**src/rtl/nes_joypad_reader_pkg.sv**
```systemverilog
// Shared definitions for the NES controller-port reader: FSM states and default strobe timing.
package nes_pkg;

  typedef enum logic [1:0] {
    ST_IDLE  = 2'd0,
    ST_LATCH = 2'd1,
    ST_LOW   = 2'd2,
    ST_HIGH  = 2'd3
  } joy_state_e;

  localparam int NES_JOY_HALF = 300;
  localparam int NES_JOY_BITS = 8;

endpackage

```
**src/rtl/nes_joypad_shift.sv**
```systemverilog
// One controller port: 2-FF synchroniser on the serial line and an indexed capture register.
// Captured bits are inverted on the way in so the register holds 1 = pressed.
module nes_joypad_shift #(
  parameter int BITS = 8,
  parameter int IW   = 3
) (
  input  logic            clk,
  input  logic            rst,
  input  logic            data_i,
  input  logic            we_i,
  input  logic [IW-1:0]   idx_i,
  output logic [BITS-1:0] cap_o
);

  logic            sync1_q;
  logic            sync2_q;
  logic [BITS-1:0] cap_q;

  always_ff @(posedge clk or negedge rst) begin
    if (!rst) begin
      sync1_q <= 1'b0;
      sync2_q <= 1'b0;
      cap_q   <= '0;
    end else begin
      sync1_q <= data_i;
      sync2_q <= sync1_q;
      if (we_i) cap_q[idx_i] <= ~sync2_q;
    end
  end

  assign cap_o = cap_q;

endmodule

```
**src/rtl/nes_joypad_reader.sv**
```systemverilog
// Serial joypad poller: drives shared latch/clock strobes, deserialises NUM_PADS data lines and
// publishes the whole button word with a one-cycle valid strobe, on demand or at a fixed interval.
module nes_joypad_reader
  import nes_pkg::*;
#(
  parameter int NUM_PADS = 2,
  parameter int BITS     = NES_JOY_BITS,
  parameter int HALF     = NES_JOY_HALF,
  parameter int POLL_GAP = 100000
) (
  input  logic                     clk,
  input  logic                     rst,
  input  logic                     i_start,
  input  logic                     i_auto_en,
  input  logic [NUM_PADS-1:0]      i_data,
  output logic                     o_latch,
  output logic                     o_pclk,
  output logic                     o_busy,
  output logic [NUM_PADS*BITS-1:0] o_buttons,
  output logic                     o_valid
);

  localparam int IW = (BITS > 1) ? $clog2(BITS) : 1;
  localparam int CW = $clog2(2 * HALF);
  localparam int GW = $clog2(POLL_GAP + 1);

  localparam logic [CW-1:0] LATCH_LAST = CW'(2 * HALF - 1);
  localparam logic [CW-1:0] HALF_LAST  = CW'(HALF - 1);
  localparam logic [IW-1:0] BIT_LAST   = IW'(BITS - 1);
  localparam logic [GW-1:0] GAP_END    = GW'(POLL_GAP);

  joy_state_e                state_q, state_d;
  logic [CW-1:0]             cnt_q, cnt_d;
  logic [IW-1:0]             bit_q, bit_d;
  logic [GW-1:0]             gap_q, gap_d;
  logic                      valid_q, valid_d;
  logic                      latch_q, pclk_q, busy_q;
  logic [NUM_PADS*BITS-1:0]  btn_q;
  logic [NUM_PADS*BITS-1:0]  cap_all;
  logic                      cap_we;

  always_comb begin
    state_d = state_q;
    cnt_d   = cnt_q;
    bit_d   = bit_q;
    gap_d   = gap_q;
    valid_d = 1'b0;
    cap_we  = 1'b0;
    case (state_q)
      ST_IDLE: begin
        if (i_start || (i_auto_en && gap_q == GAP_END)) begin
          state_d = ST_LATCH;
          cnt_d   = LATCH_LAST;
        end else if (gap_q != GAP_END) begin
          // Saturates so a later auto enable polls straight away.
          gap_d = gap_q + GW'(1);
        end
      end
      ST_LATCH: begin
        if (cnt_q == '0) begin
          state_d = ST_LOW;
          cnt_d   = HALF_LAST;
          bit_d   = '0;
        end else begin
          cnt_d = cnt_q - CW'(1);
        end
      end
      ST_LOW: begin
        if (cnt_q == '0) begin
          state_d = ST_HIGH;
          cnt_d   = HALF_LAST;
          cap_we  = 1'b1;
        end else begin
          cnt_d = cnt_q - CW'(1);
        end
      end
      ST_HIGH: begin
        if (cnt_q == '0) begin
          if (bit_q == BIT_LAST) begin
            state_d = ST_IDLE;
            valid_d = 1'b1;
            gap_d   = '0;
          end else begin
            state_d = ST_LOW;
            cnt_d   = HALF_LAST;
            bit_d   = bit_q + IW'(1);
          end
        end else begin
          cnt_d = cnt_q - CW'(1);
        end
      end
      default: state_d = ST_IDLE;
    endcase
  end

  // Strobes are decoded from the next state so the pins are glitch-free flop outputs.
  always_ff @(posedge clk or negedge rst) begin
    if (!rst) begin
      state_q <= ST_IDLE;
      cnt_q   <= '0;
      bit_q   <= '0;
      gap_q   <= '0;
      latch_q <= 1'b0;
      pclk_q  <= 1'b0;
      busy_q  <= 1'b0;
      valid_q <= 1'b0;
      btn_q   <= '0;
    end else begin
      state_q <= state_d;
      cnt_q   <= cnt_d;
      bit_q   <= bit_d;
      gap_q   <= gap_d;
      latch_q <= (state_d == ST_LATCH);
      pclk_q  <= (state_d == ST_HIGH);
      busy_q  <= (state_d != ST_IDLE);
      valid_q <= valid_d;
      if (valid_d) btn_q <= cap_all;
    end
  end

  for (genvar p = 0; p < NUM_PADS; p++) begin : g_pad
    nes_joypad_shift #(
      .BITS (BITS),
      .IW   (IW)
    ) u_shift (
      .clk    (clk),
      .rst    (rst),
      .data_i (i_data[p]),
      .we_i   (cap_we),
      .idx_i  (bit_q),
      .cap_o  (cap_all[p*BITS +: BITS])
    );
  end

  assign o_latch   = latch_q;
  assign o_pclk    = pclk_q;
  assign o_busy    = busy_q;
  assign o_valid   = valid_q;
  assign o_buttons = btn_q;

endmodule

```
**config.mk**
```make
export PLATFORM = sky130hd
export DESIGN_NAME = nes_joypad_reader
export DESIGN_NICKNAME = d
export VERILOG_FILES = /design/src/rtl/nes_joypad_reader_pkg.sv /design/src/rtl/nes_joypad_shift.sv /design/src/rtl/nes_joypad_reader.sv
export SDC_FILE = /design/constraint.sdc
export NUM_CORES = 1
export LEC_CHECK = 0
export ABC_AREA = 1
export CAP_MARGIN = 20
export CORE_ASPECT_RATIO = 2
export CORE_MARGIN = 5
export CORE_UTILIZATION = 41
export DETAILED_ROUTE_END_ITERATION = 12
export PLACE_DENSITY = 0.63
export SLEW_MARGIN = 40
export SYNTH_ARGS = -nofsm -noshare
export SYNTH_HDL_FRONTEND = slang
export SYNTH_SLANG_ARGS = --single-unit
```
**constraint.sdc**
```tcl
create_clock -name clk -period 3.4 [get_ports clk]
set_clock_uncertainty 0.05 [all_clocks]
set_input_delay 0.51 -clock clk [delete_from_list [all_inputs] [get_ports clk]]
set_output_delay 0.51 -clock clk [all_outputs]
set_load 0.01 [all_outputs]
```
==> Yosys cells after proc, flatten, opt, wreduce, memory -nomap -nowiden <==
Cells that the tools add are included.
{ "totals": {"register_bits": 72, "in_bits": 6, "wordCells": 79, "out_inout_bits": 20} }
{ "classes": {"add_sub_neg": 3, "n_reduce_logical": 12, "n_eq_ne": 16, "order_cmp": 2, "n_mux": 29, "n_bitwise": 2} }
{ "ops": {"columns": ["cell", "count"], "rows": [
  ["2-to-1 mux 17 bit", 4],
  ["2-to-1 mux 10 bit", 4],
  ["case mux 17 bit (2 select lines)", 1],
  ["case mux 10 bit (3 select lines)", 1],
  ["adder 17 x 1 -> 17 bit (second input constant)", 1],
  ["equality test 17 bit (second input constant)", 1],
  ["inequality test 17 bit (second input constant)", 1],
  ["bitwise mux 8 bit", 2],
  ["inequality test 2 bit (second input constant)", 7],
  ["logical NOT 10 bit", 1],
  ["2-to-1 mux 2 bit", 5],
  ["subtractor 10 x 1 -> 10 bit (second input constant)", 1],
  ["2-to-1 mux 3 bit", 3],
  ["case mux 2 bit (4 select lines)", 1],
  ["equality test 2 bit (second input constant)", 3],
  ["2-to-1 mux 1 bit", 6],
  ["case mux 3 bit (2 select lines)", 1],
  ["nonzero test 2 bit", 3],
  ["AND reduction 5 bit", 1],
  ["equality test 2 x 1 -> 1 bit (second input constant)", 2],
  ["less-than comparator 3 x 4 -> 1 bit (second input constant)", 1],
  ["AND reduction 4 bit", 1],
  ["adder 3 x 1 -> 3 bit (second input constant)", 1],
  ["demux 1 bit (select 3 bit)", 1],
  ["9 further kinds", 11]
]} }

==> Longest topological paths before layout <==
{ "logic_depth": {"word_depth": 6, "mapped_depth": 12, "ltp_nobuf": 11} }

==> Modules after synthesis <==
A second synthesis with hierarchy kept.
{ "hier_totals": {"cells_unflattened": 474, "hier_area_um2": 3702.3} }
{ "by_module_without_submodules": {"columns": ["module", "n_inst", "seq_area_each_um2", "area_each_um2", "cells_per_inst"], "rows": [
  ["nes_joypad_reader", 1, 1301.2, 2831.5, 368],
  ["nes_joypad_shift", 2, 250.2, 435.4, 53]
]} }

==> Least setup slack after synthesis <==
OpenSTA, ideal clock, no wires.
{ "synth_timing": {"kind": "reg2reg", "startpoint": "register cnt_q[0]", "endpoint": "register cnt_q[9]", "setup_ns": 0.119, "arrival_time_ns": 1.512, "path_buffers": 1, "stages_incl_launch_ff": 11, "required_time_ns": 3.231, "period_less_slack_ns": 1.680, "setup_slack_ns": 1.720, "path_cell_list": "dfrtp_1 inv_1 ha_1 nand2_2 nor2_4 nand2_4 nor2_8 inv_2 buf_2 nand3_1 nand2_1"} }
{ "synth_via": {"elab_chain_len": 3, "word_cells_on_any_way": 7, "cone_classes": "add/sub (1); eq/ne (1); mux (3); reduce/logical (2)"} }
{ "synth_lines": {"columns": ["element", "line", "text"], "rows": [
  ["start, declared", "nes_joypad_reader.sv:33", "logic [CW-1:0] cnt_q, cnt_d;"],
  ["start signal, assigned", "nes_joypad_reader.sv:110", "cnt_q <= cnt_d;"],
  ["subtractor 10 x 1 -> 10 bit / logical NOT 10 bit (equally long branches)", null, null],
  ["2-to-1 mux 10 bit, or another cell as far along", "nes_joypad_reader.sv:78", "if (cnt_q == '0) begin"],
  ["case mux 10 bit (3 select lines) / AND reduction 2 bit (equally long branches)", null, null]
]} }
Parallel ways exist; a longest one is shown, timed or not.
A chain may end at the register's enable or synchronous reset.

==> Worst setup path after layout <==
{ "layout_timing": {"startpoint": "register bit_q[0]", "endpoint": "register cnt_q[9]"} }
{ "layout_via": {"elab_chain_len": 3} }
{ "layout_lines": {"columns": ["element", "line", "text"], "rows": [
  ["start, declared", "nes_joypad_reader.sv:34", "logic [IW-1:0] bit_q, bit_d;"],
  ["start signal, assigned", "nes_joypad_reader.sv:111", "bit_q <= bit_d;"],
  ["equality test 3 bit", "nes_joypad_reader.sv:79", "if (bit_q == BIT_LAST) begin"],
  ["inequality test 3 bit (no source line)", null, null],
  ["AND reduction 2 bit (no source line)", null, null]
]} }
Every way passes these cells.

==> impl_metrics.yaml <==
timing:
  drv_slew: 0
  finalCritPeriodShare: 0.727
  hold_violations: 0
  grt_setup_unrepaired: "no"
  relSlewSlack: 0.515
  min_period_ns: 2.47
  setup_viol: 0
  setup_ws_ns: 0.929
  clock.fmax_mhz: 405
  setup_tns_ns: 0
  worst_pin_slew_ns: 0.726
  worst_hold_slack_ns: 0.0769
clock_network:
  ctsResizeCount: 0
  clk_path_buf_depth: 2
  cts_post_setup_buffers_inserted: 0
  clockRootBuffer: "clkbuf_16"
  hold_buffers: 0
  cts_buffers: 9
  clk_pin_slew_ns: 0.06
  insertion_delay_ns: 0.33
  cts_tree: "yes"
  h-tree-depth: 3
  clock_sinks: 72
routing:
  routedWlPerCell_um: 13.4
  drt_pass1_iterations: 6
  wl_um: 8220
  vias: 3052
  first_iter_violations: 191
  vias_per_cell: 4.98
  ant_nets: 0
  drc: 0
layout:
  antenna_cells: 0
  fin_nets: 517
  fillers: 877
  syn2layout_area_growth_pct: 16.5
  multi_input_area_sq_mm: 0.00162
  fin_util: 0.483
  drive_above_1_share: 0.0724
  seq_area_sq_mm: 0.00180
power:
  combPwrFrac: 0.016
  p_sw_w: 0.000390
  sw_frac_of_total: 0.222
  p_leak_nw: 2.25
  power_frac_clock: 0.493
  p_int_w: 0.00136
  power_frac_seq: 0.491
  total_power_w: 0.00175
  power.density_mw_per_mm2: 408
  ir_drop_uv: 305
grt:
  antenna_found_initial: 0
  grt_pass1_wl_um: 14000
  grt_usage: 0.157
  overflow: 0
  first_global_vias: 3084
  grt_max_degree: 42
critical_path:
  end_kind: "flop"
  cp_top_family: "buffers and inverters"
  critical-path-slowest-cell: "inv_2"
  worstPathCellList: "ha_1, ha_1, inv_1, nor2_1, inv_1, nor2_8, inv_2, nand2_2, nand2_1, nand2_1"
  critPathMaxFanout: 41
  critPathKind: "flop to flop"
  path_buf_inv: 3
  worst_path_largest_cell_delay_ns: 0.55
  reg2reg_depth: 10
  start_kind: "flop"
  critical_path_required_ns: 3.57
  worst-path-stages: 10
  cp.arrival_ns: 2.64
worst_hold_path:
  hold_path_class: "input pin to asynchronous set/reset pin"
synth:
  synth_seq_cells: 72
  async_flop_share: 1.00
  yosysTopAreaCellShare: 0.489
  synth_fp_nets: 490
  syn-cell-area_sq_mm: 0.00368
  netlist_instances: 479
  syn-mean-instance-area_sq_um: 7.69
  synth_warnings: 0
  synth.most_common_cell: "nand2_1"
  synth_common_cells: "nand2_1, dfrtp_1, inv_1, nand3_1, nor2_1"
  synth.area.top_cells: "dfrtp_1, nand2_1, nand3_1"
  seq_area_frac_synth: 0.489
  synth_edf_count: 0
  synth_ff_type: "dfrtp_1"
  synth_cell_types: 27
  yosysTopAreaCell: "dfrtp_1"
placed_design:
  portBuffers: 25
  routabilityCongestion: 0.864
  place_worst_setup_slack_ns: 0.950
  dp_hpwl_um: 5950
floorplan:
  core_area_sq_mm: 0.00889
  num_io_pins: 26
  dieArea_sq_mm: 0.0111
  fp.dieW_um: 77.0
  die_h_um: 144
  start_util: 0.414
  placementRows: 49
run_status:
  outcome: "finished, final reports clean"
job:
  maxCapViolCount: 0
## state kept, by name (all words and copies together) (netlist names)
signal	count
o_valid	1
gap_q	17
o_buttons	16
cnt_q	10
o_pclk	1
o_latch	1
state_q	2
g_pad.u_shift.sync2_q	2
bit_q	3
o_busy	1
g_pad.u_shift.sync1_q	2
g_pad.u_shift.cap_o	16
## placed cells by master, fill, tap and decap left out, types with 2 or more instances in the layout
| cell type | n |
|---|---|
| nand2_1 | 184 |
| dfrtp_1 | 72 |
| inv_1 | 51 |
| nand3_1 | 47 |
| nor2_1 | 44 |
| clkdlybuf4s50_1 | 24 |
| o21ai_0 | 14 |
| xor2_1 | 11 |
| clkbuf_16 | 9 |
| nand4_1 | 6 |
| nor3_1 | 6 |
| a21oi_1 | 5 |
| nor3_2 | 5 |
| ha_1 | 5 |
| xnor2_1 | 4 |
| nand2_2 | 3 |
| clkinvlp_4 | 3 |
| nor2_4 | 2 |
| nand2_4 | 2 |
| clkinv_2 | 2 |
| inv_2 | 2 |
## cell type report
type | count | share of cell area
inverters | 54 | 0.0475
repair buffers | 26 | 0.0624
clock buffers | 10 | 0.0534
multi-input cells | 343 | 0.377
well taps | 102 | 0.0297
clock inverters | 6 | 0.0105
flip-flops and latches | 72 | 0.420
## worst register-to-register path, cell delays in order, from the launching register on
cell and delay (ns):
dfrtp_1 0.52, ha_1 0.27, ha_1 0.19, inv_1 0.06, nor2_1 0.04, inv_1 0.13, nor2_8 0.10, inv_2 0.55
nand2_2 0.27, nand2_1 0.11, nand2_1 0.06
## through the flow
stage	std cells	area (sq um)
2_1_floorplan	479	3680
3_3_place_gp	597	4020
3_5_place_dp	597	4020
4_1_cts	613	4290
5_1_grt	613	4290
6_report	613	4290
## layer usage
metal | wire length (um) | global-route usage | up-vias
met5 | 0 | 0 | -
met1 | 3310 | 0.167 | 1437
li1 | - | - | 1549
met4 | 293 | 0.0861 | 0
met3 | 248 | 0.0337 | 18
met2 | 4370 | 0.287 | 48
## power by group through the flow
stage / combinational, W / sequential [W] / clock, W
after floorplan: 0.00000248 / 0.000876 / 0
after global placement: 0.0000288 / 0.000876 / 0
after detailed placement: 0.0000292 / 0.000876 / 0
after CTS: 0.0000293 / 0.000860 / 0.000888
after global routing: 0.0000332 / 0.000860 / 0.000922
final: 0.0000280 / 0.000861 / 0.000864
## final timing paths
path	end	start	slack (ns)
max	cnt_q[9]	bit_q[0]	0.93
min	o_busy	rst	0.08
max reg2reg	cnt_q[9]	bit_q[0]	0.93
min reg2reg	g_pad[0].u_shift.sync2_q	g_pad[0].u_shift.sync1_q	0.30
max in group asynchronous	o_buttons[6]	rst	2.66
min in group clk	g_pad[0].u_shift.sync2_q	g_pad[0].u_shift.sync1_q	0.30
## logic make-up after synthesis
logic type / synth area share
AOI/OAI and AO/OA: 0.0258
xor gates and xnor gates: 0.0357
adders and majority gates: 0.0170
buffers and inverters: 0.0717
DFF: 0.489
and+or+nand+nor: 0.361
Power figures use the tool's default switching activity.
